`src/rtl/fnn_run_sequencer.sv`:
```
// rtl/fnn_run_sequencer.sv - loads FNN weights once, streams each image, then tallies classification results
// Optional result watchdog: define FNN_SEQ_TIMEOUT_EN.
module fnn_run_sequencer #(
  parameter int WEIGHT_WIDTH     = 16,
  parameter int PART_NO_WIDTH    = 7,
  parameter int INDATA_WIDTH     = 16,
  parameter int NO_OF_INPUTS     = 784,
  parameter int DEPTH            = 32030,
  parameter int NO_OF_IMAGES     = 140,
  parameter int IMAGES_PER_CLASS = 20,
  parameter int TIMEOUT_CYCLES   = 4096
) (
  input  logic                                        clk,
  input  logic                                        restart,
  input  logic                                        go,
  output logic [$clog2(DEPTH)-1:0]                    wmem_addr,
  input  logic [WEIGHT_WIDTH+PART_NO_WIDTH-1:0]       wmem_data,
  output logic [$clog2(NO_OF_IMAGES*NO_OF_INPUTS)-1:0] imem_addr,
  input  logic [INDATA_WIDTH-1:0]                     imem_data,
  output logic                                        fnn_restart,
  output logic                                        load_weights,
  output logic                                        weight_valid,
  output logic                                        start_FNN,
  output logic                                        ready_in,
  output logic [WEIGHT_WIDTH+PART_NO_WIDTH-1:0]       weight_bus,
  output logic [INDATA_WIDTH-1:0]                     input_image,
  input  logic                                        FNN_ready,
  input  logic                                        FNN_ready_to_accept,
  input  logic                                        finish_FNN,
  input  logic [3:0]                                  max,
  output logic                                        busy,
  output logic                                        done,
  output logic                                        timeout_flag,
  output logic [7:0]                                  no_of_images,
  output logic [7:0]                                  correctly_identified,
  output logic [3:0]                                  last_max
);

  localparam int WAW = $clog2(DEPTH);
  localparam int IAW = $clog2(NO_OF_IMAGES*NO_OF_INPUTS);
  localparam int PW  = $clog2(NO_OF_INPUTS+1);
  localparam int CW  = $clog2(IMAGES_PER_CLASS+1);

  typedef enum logic [2:0] {
    IDLE, WLOAD, WAIT_RDY, STREAM, WAIT_RES, NEXT, DONE
  } state_t;

  state_t         state;
  logic           issuing;       // addresses still being issued to the weight memory
  logic           fnn_restart_q;
  logic [IAW-1:0] image_base;
  logic [PW-1:0]  pix;
  logic [3:0]     label;
  logic [CW-1:0]  in_class;
  logic           transfer;
  logic           res_fire;
  logic           res_hit;
  logic [3:0]     res_max;

  assign transfer    = (state == STREAM) && ready_in && FNN_ready_to_accept;
  // Look one pixel ahead on a transfer so the next pixel lands on input_image right after it
  assign imem_addr   = image_base + IAW'(pix) + IAW'(transfer);
  assign weight_bus  = weight_valid ? wmem_data : '0;
  assign input_image = ready_in ? imem_data : '0;
  // The FNN is held in reset alongside the sequencer, and pulsed between images
  assign fnn_restart = restart | fnn_restart_q;

`ifdef FNN_SEQ_TIMEOUT_EN
  logic [$clog2(TIMEOUT_CYCLES+1)-1:0] tcnt;
  logic                                tmo;

  assign tmo = (state == WAIT_RES) && !finish_FNN &&
               (tcnt == ($clog2(TIMEOUT_CYCLES+1))'(TIMEOUT_CYCLES-1));

  // Watchdog on the result wait; the flag stays set until the next run starts
  always_ff @(posedge clk) begin
    if (restart) begin
      tcnt         <= '0;
      timeout_flag <= 1'b0;
    end else begin
      if (state == WAIT_RES && !finish_FNN) tcnt <= tcnt + 1'b1;
      else                                  tcnt <= '0;
      if (tmo)                                           timeout_flag <= 1'b1;
      else if ((state == IDLE || state == DONE) && go)   timeout_flag <= 1'b0;
    end
  end
`else
  assign timeout_flag = 1'b0;
`endif

  // Result acceptance: a real finish, or (with the watchdog) a forced miss scored with max 4'hF
  always_comb begin
    res_fire = 1'b0;
    res_max  = max;
    res_hit  = (max == label);
    if (state == WAIT_RES) begin
      if (finish_FNN) begin
        res_fire = 1'b1;
      end
`ifdef FNN_SEQ_TIMEOUT_EN
      else if (tmo) begin
        res_fire = 1'b1;
        res_max  = 4'hF;
        res_hit  = 1'b0;
      end
`endif
    end
  end

  // Run sequencer: weight load, per-image streaming, result tally
  always_ff @(posedge clk) begin
    if (restart) begin
      state                <= IDLE;
      issuing              <= 1'b0;
      fnn_restart_q        <= 1'b0;
      wmem_addr            <= '0;
      image_base           <= '0;
      pix                  <= '0;
      label                <= '0;
      in_class             <= '0;
      load_weights         <= 1'b0;
      weight_valid         <= 1'b0;
      start_FNN            <= 1'b0;
      ready_in             <= 1'b0;
      busy                 <= 1'b0;
      done                 <= 1'b0;
      no_of_images         <= '0;
      correctly_identified <= '0;
      last_max             <= '0;
    end else begin
      case (state)
        IDLE, DONE: begin
          if (go) begin
            state                <= WLOAD;
            busy                 <= 1'b1;
            done                 <= 1'b0;
            load_weights         <= 1'b1;
            issuing              <= 1'b1;
            wmem_addr            <= '0;
            image_base           <= '0;
            pix                  <= '0;
            label                <= '0;
            in_class             <= '0;
            no_of_images         <= '0;
            correctly_identified <= '0;
            last_max             <= '0;
          end
        end
        WLOAD: begin
          if (issuing) begin
            weight_valid <= 1'b1;
            if (wmem_addr == WAW'(DEPTH-1)) issuing   <= 1'b0;
            else                            wmem_addr <= wmem_addr + WAW'(1);
          end else begin
            // the final word is on weight_bus this cycle
            weight_valid <= 1'b0;
            load_weights <= 1'b0;
            wmem_addr    <= '0;
            state        <= WAIT_RDY;
          end
        end
        WAIT_RDY: begin
          if (FNN_ready) begin
            state     <= STREAM;
            start_FNN <= 1'b1;
            ready_in  <= 1'b1;
          end
        end
        STREAM: begin
          if (transfer) begin
            pix <= pix + PW'(1);
            if (pix == PW'(NO_OF_INPUTS-1)) begin
              ready_in  <= 1'b0;
              start_FNN <= 1'b0;
              state     <= WAIT_RES;
            end
          end
        end
        WAIT_RES: begin
          if (res_fire) begin
            last_max     <= res_max;
            no_of_images <= no_of_images + 8'd1;
            if (res_hit) correctly_identified <= correctly_identified + 8'd1;
            if (in_class == CW'(IMAGES_PER_CLASS-1)) begin
              in_class <= '0;
              label    <= label + 4'd1;
            end else begin
              in_class <= in_class + CW'(1);
            end
            image_base    <= image_base + IAW'(NO_OF_INPUTS);
            pix           <= '0;
            fnn_restart_q <= 1'b1;
            state         <= NEXT;
          end
        end
        NEXT: begin
          fnn_restart_q <= 1'b0;
          if (no_of_images == 8'(NO_OF_IMAGES)) begin
            state <= DONE;
            done  <= 1'b1;
            busy  <= 1'b0;
          end else begin
            state     <= STREAM;
            start_FNN <= 1'b1;
            ready_in  <= 1'b1;
          end
        end
        default: state <= IDLE;
      endcase
    end
  end

endmodule

```
`config.mk`:
```
export PLATFORM = sky130hd
export DESIGN_NAME = fnn_run_sequencer
export DESIGN_NICKNAME = d
export VERILOG_FILES = /design/src/rtl/fnn_run_sequencer.sv
export SDC_FILE = /design/constraint.sdc
export NUM_CORES = 1
export LEC_CHECK = 0
export CAP_MARGIN = 0
export CORE_MARGIN = 3
export CORE_UTILIZATION = 51
export CTS_CLUSTER_DIAMETER = 30
export DETAILED_ROUTE_END_ITERATION = 10
export GPL_ROUTABILITY_DRIVEN = 0
export PLACE_DENSITY_LB_ADDON = 0.08
export RECOVER_POWER = 50
export SLEW_MARGIN = 10
export SYNTH_ARGS = -nofsm -noshare
export SYNTH_HDL_FRONTEND = slang
export SYNTH_SLANG_ARGS = --single-unit
export TNS_END_PERCENT = 5
```
`constraint.sdc`:
```
create_clock -name clk -period 6.9 [get_ports clk]
set_input_delay 1.38 -clock clk [delete_from_list [all_inputs] [get_ports clk]]
set_output_delay 1.38 -clock clk [all_outputs]
set_load 0.1 [all_outputs]
```
==> results of run 1 <==
[worst max-delay path, cell delays in order]
cell             delay [ps]
dlygate4sd3_1           530
clkbuf_1               1160
or2_2                   280
clkdlybuf4s50_1        1140
[per-layer routing]
| layer | vias up | part of all wire, % | global-route usage [%] |
|---|---|---|---|
| met3 | 13 | 5.6 | 6.159 |
| li1 | 2190 | - | - |
| met5 | - | 0 | 0 |
| met1 | 2111 | 44 | 30.94 |
| met2 | 123 | 50 | 38.94 |
| met4 | 0 | 0.95 | 5.699 |
[cell usage after synthesis, types with 5 or more instances]
cell type and instances:
buf_2 10, nor3_1 7, a22oi_1 8, a211oi_1 5
clkbuf_1 15, xnor2_1 26, mux2i_1 5, dfxtp_1 77
a21oi_1 25, a31oi_1 10, nor3b_1 5, xor2_1 29
buf_4 6, nor2_1 75, nand3_1 21, o21ai_0 19
and2_1 43, nand2_1 24, and3_1 15, inv_1 14
nand4_1 20, and4_1 6, nand2b_1 8, ha_1 17
[sequential cells by signal, indices dropped and copies added, names as in the netlist]
register	cells
state	3
wmem_addr	15
weight_valid	1
in_class	5
last_max	4
pix	10
busy	1
fnn_restart_q	1
issuing	1
ready_in	1
label	4
correctly_identified	8
no_of_images	8
load_weights	1
done	1
image_base	13
[path summary, 6_finish.rpt]
kind,startpoint,to
max,restart,fnn_restart
min,in_class[1],in_class[1]
max reg2reg,state[2],pix[2]
min reg2reg,in_class[1],in_class[1]
[per-stage QoR]
stage | util, % | power, mW | cell area (sq um) | worst slack [ps]
global route | 72.92 | 1.363 | 6172 | 859.0
global placement | 70.94 | 0.9493 | 6005 | 1299
CTS | 73.48 | 1.323 | 6220 | 1152
detailed placement | 70.94 | 0.9554 | 6005 | 1153
floorplan | - | 0.8522 | 4581 | 1006
finish | 72.92 | 1.306 | 6172 | 1016
[power groups by stage]
| stage | Sequential (mW) | Combinational [mW] | Clock (mW) |
|---|---|---|---|
| 6_report | 0.497 | 0.439 | 0.369 |
| 5_1_grt | 0.504 | 0.465 | 0.394 |
| 4_1_cts | 0.499 | 0.449 | 0.375 |
| 3_5_place_dp | 0.509 | 0.447 | 0 |
| 3_3_place_gp | 0.508 | 0.442 | 0 |
| 2_1_floorplan | 0.517 | 0.335 | 0 |
[cell type report]
class	count	share of cell area [%]
multi-input combinational	428	45.21
sequential	77	24.97
timing repair buffer	148	23.35
tap	105	2.129
clock buffer	10	2.068
clock inverter	6	1.419
inverter	14	0.8514
[kinds of logic after synthesis]
group | count (synthesis) | share of synthesized area [%]
buffers and inverters | 46 | 4.698
adder cells (fa/ha/maj) | 17 | 4.643
multiplexers | 5 | 1.093
flip-flops | 77 | 33.65
AO/OA/AOI/OAI | 97 | 14.45
XOR/XNOR | 55 | 10.52
other | 1 | 0.08187
AND/OR/NAND/NOR | 253 | 30.87
==> impl_results.md, run 1 <==
- # Post-CTS Setup Buffers: 0
- Yosys warnings: 0
- CP arrival: between 4000 and 5000 ps
- Vias/cell: approximately 5.6
- Clk_skew: roughly 11 ps
- Crit. End Element: output pin
- WL/cell: 15.03 um
- Final hold viol count: 0
- Post-Syn Area per Cell: 8.313 sq um
- Synth Cell Area: around 4600 sq um
- Number of global-route vias before repair: approximately 4200
- Async SR Flop Fraction: 0%
- Total of max-cap violations: 2
- Top cells by area, synth: dfxtp_1 34%, nor2_1 6.1%, and2_1 5.9%, xor2_1 5.5%, xnor2_1 5.0%
- Hold Slack: roughly 490 ps
- TritonCTS clock tree: yes
- Cell taking the most area after synthesis: dfxtp_1
- Net switching share of the total power: around two fifths
- Reg clk slew, reported paths: around 70 ps
- Ant diodes: 0
- Flop pwr share: approximately two fifths
- Routed WL: ~12000 um
- First-pass GRT wire length: ~20000 um
- CTS-repair resized insts: 0
- Main synth FF type: dfxtp_1
- Final ANT Viol Nets: 0
- Worst Setup Start Kind: primary input
- Gate Count Post-Synth: approximately 550
- Clk_lat worst skew: 350 ps
- Register area share after synthesis: approximately a third
- Hold-fix buffers at CTS: 0
- Post-synth top area share: between 30% and 40%
- Peak supply drop: 0.1774 mV
- RSZ-0062 raised after global routing: no
- Final setup vio count: 0
- Sequential Area: 1541 sq um
- Fin nets: 744
- Vias: approximately 4400
- Fin Setup TNS: 0 ps
- DRT Pass-1 Iters: 4
- Count of final max-slew check failures: 50
- Post-synth net total: 617
- Hold crit path type: reg -> reg
- CTS max path bufs: 2
- Multi-input gate area: approximately 2800 sq um
- Clock Tree Root: clkbuf_8
- Inst Count DP: 772
- EDFF count, synth: 0
- Status: finished with violations
- Grt ovf: 0
- Min cycle time layout: about 5900 ps
- PwrDens: between 200 and 250 nW/um^2
- Period utilisation layout: between 80% and 90%
- Most common cell after layout, fill and taps aside: clkdlybuf4s50_1
- Die ar.: ~10000 sq um
- CP Max Fanout: 38
- Violated checks: max-capacitance violations, max-slew violations
- Leakage power: about 2.4 nW
- PortBufs: roughly 150
- Tightest Pin Transition: approximately 1900 ps
- Worst-case reg-to-reg path depth: 6
- Layout cell share with drive strength beyond 1: between 5 and 6%
- R2r setup slk: around 2700 ps
- Clock group share of total power: between 20% and 30%
- Chip Width: 100.8 um
- Total global-route track usage: between 20% and 30%
- DRT iter0 DRCs: roughly 170
- Slew headroom: -31.31%
- Largest net degree at the start of global routing: 39
- Die Ht: ~100 um
- Clock Sinks: 77
- Filler cells: between 600 and 700
- IO Count: 148
- Psw: 520.1 uW
- Fin cells: between 700 and 800
- Crit path kind: in -> out
- # DRC: 0
- Worst Path Required: approximately 5500 ps
- Worst Hold Depth: 2
- Starting density of the core: roughly 54%
- Most frequent cells in the layout: 109 x clkdlybuf4s50_1, 77 x dfxtp_1, 75 x nor2_1
- Area growth syn-to-layout: 34.74%
- Library cells used by synthesis: around 70
- Fmax: ~0.17 GHz
- CORE AREA: roughly 8500 sq um
- Hpwl dp: ~8900 um
- Comb pwr share: 33.6%
- Total number of H-tree levels: 3
- Initial antenna violation count: 0
- Int Power: 786.2 uW
- Seq cells post-synth: 77
- Cts bufs inserted: 9
- # rows: 33
Note: power is estimated with default switching activity, not from simulation.
==> inputs of run 2 (changes only) <==
Settings changed: REMOVE_ABC_BUFFERS set to 1.
==> impl_results.md, run 2 (synthesis results as in run 1) <==
- Total of max-cap violations: 2
- CP Max Fanout: 38
- CTS-repair resized insts: 0
- Starting density of the core: 54.12%
- Hold-fix buffers at CTS: 0
- Multi-input gate area: 2790 sq um
- Min cycle time layout: 5822 ps
- Largest register by flop count: wmem_addr
- Vias/cell: ~5.6
- Total global-route track usage: between 20% and 30%
- PwrDens: 217.6 nW/um^2
- TritonCTS clock tree: yes
- CP arrival: 4440 ps
- Die Ht: between 100 and 150 um
- Clk_skew: approximately 13 ps
- Largest net degree at the start of global routing: 39
- Crit. End Element: output pin
- PortBufs: between 100 and 150
- CTS max path bufs: 2
- Routed WL: 11470 um
- Fin nets: between 700 and 800
- # rows: 33
- Grt ovf: 0
- Hold crit path type: reg -> reg
- WL/cell: 14.56 um
- Violated checks: max-capacitance violations, max-slew violations
- Clock Sinks: slightly below 80
- First-pass GRT wire length: 19110 um
- Top flop regs: wmem_addr (15), image_base (13), pix (10)
- Fin Setup TNS: 0 ps
- Tightest Pin Transition: ~1900 ps
- Most frequent cells in the layout: 120 x clkdlybuf4s50_1, 77 x dfxtp_1, 75 x nor2_1
- Sequential Area: around 1500 sq um
- IO Count: approximately 150
- Vias: roughly 4400
- Area growth syn-to-layout: 35.40%
- Final hold viol count: 0
- Chip Width: ~100 um
- # Post-CTS Setup Buffers: 0
- Die ar.: between 10000 and 15000 sq um
- Cts bufs inserted: 9
- Status: finished with violations
- Leakage power: approximately 2.4 nW
- Peak supply drop: 0.1581 mV
- Final core utilization: 73.27%
- Number of global-route vias before repair: around 4200
- # DRC: 0
- Filler cells: 675
- Most common cell after layout, fill and taps aside: clkdlybuf4s50_1
- Number of flip-flops in the largest register: 15
- DRT Pass-1 Iters: 4
- RSZ-0062 raised after global routing: no
- Final ANT Viol Nets: 0
- Total number of H-tree levels: 3
- Crit path kind: in -> out
- Ant diodes: 0
- Clock Tree Root: clkbuf_8
- CORE AREA: about 8500 sq um
- Fmax: 0.1718 GHz
- Count of final max-slew check failures: 50
- Clk_lat worst skew: approximately 360 ps
- Placed cell areas: 6005 sq um
- Final setup vio count: 0
- Layout cell share with drive strength beyond 1: slightly below 6%
- Worst Setup Start Kind: primary input
- Initial antenna violation count: 0
- Reg clk slew, reported paths: 80 ps
- Slew headroom: -26.87%
- DRT iter0 DRCs: roughly 180
- Period utilisation layout: a little over four fifths
- Hpwl dp: roughly 8600 um
- Post-route cell area: just over 6000 sq um
- Worst Path Required: approximately 5500 ps
[run 2: layer usage]
layer	vias to the layer above	routed length (um)	track usage, %	part of all wire [%]
met5	-	0	0	0
met2	154	5497	37.92	48
met4	0	129	7.047	1.1
li1	2193	-	-	-
met3	11	936	6.298	8.2
met1	2063	4911	28.14	43
[run 2: final cells by class]
class | count | area share (%)
Sequential cell | 77 | 24.85
Inverter | 14 | 0.8473
Timing Repair Buffer | 148 | 23.24
Clock inverter | 7 | 1.957
Clock buffer | 9 | 1.997
Tap cell | 105 | 2.118
Multi-Input combinational cell | 428 | 44.99
[run 2: path summary, 6_finish.rpt]
check / cells past startpoint / from / slack (ps) / to
setup / recovery: 4 / restart / 1080 / fnn_restart
hold / removal: 2 / in_class[1] / 490 / in_class[1]
setup reg to reg: 5 / state[2] / 2820 / label[3]
hold reg to reg: 2 / in_class[1] / 490 / in_class[1]
[run 2: power by group]
| group | switching, mW | internal (mW) | total, mW | leakage (nW) |
|---|---|---|---|---|
| registers | 0.0358 | 0.460 | 0.496 | 0.622 |
| logic | 0.317 | 0.123 | 0.439 | 1.62 |
| clock network | 0.172 | 0.243 | 0.414 | 0.124 |
| total | 0.524 | 0.826 | 1.35 | 2.37 |
[run 2: worst max-delay path, stage by stage]
cell             delay (ps)
dlygate4sd3_1           520
clkbuf_1               1120
or2_2                   270
clkdlybuf4s50_1        1140
[run 2: metrics by stage]
stage	worst slack (ps)	total power [mW]	cells	hold WS, ps
2_1_floorplan	237.6	0.8283	519	453.7
3_3_place_gp	1302	0.9472	772	467.9
3_5_place_dp	1206	0.9551	772	482.0
4_1_cts	1222	1.366	788	493.3
5_1_grt	895.6	1.405	788	514.7
6_report	1078	1.350	788	488.3
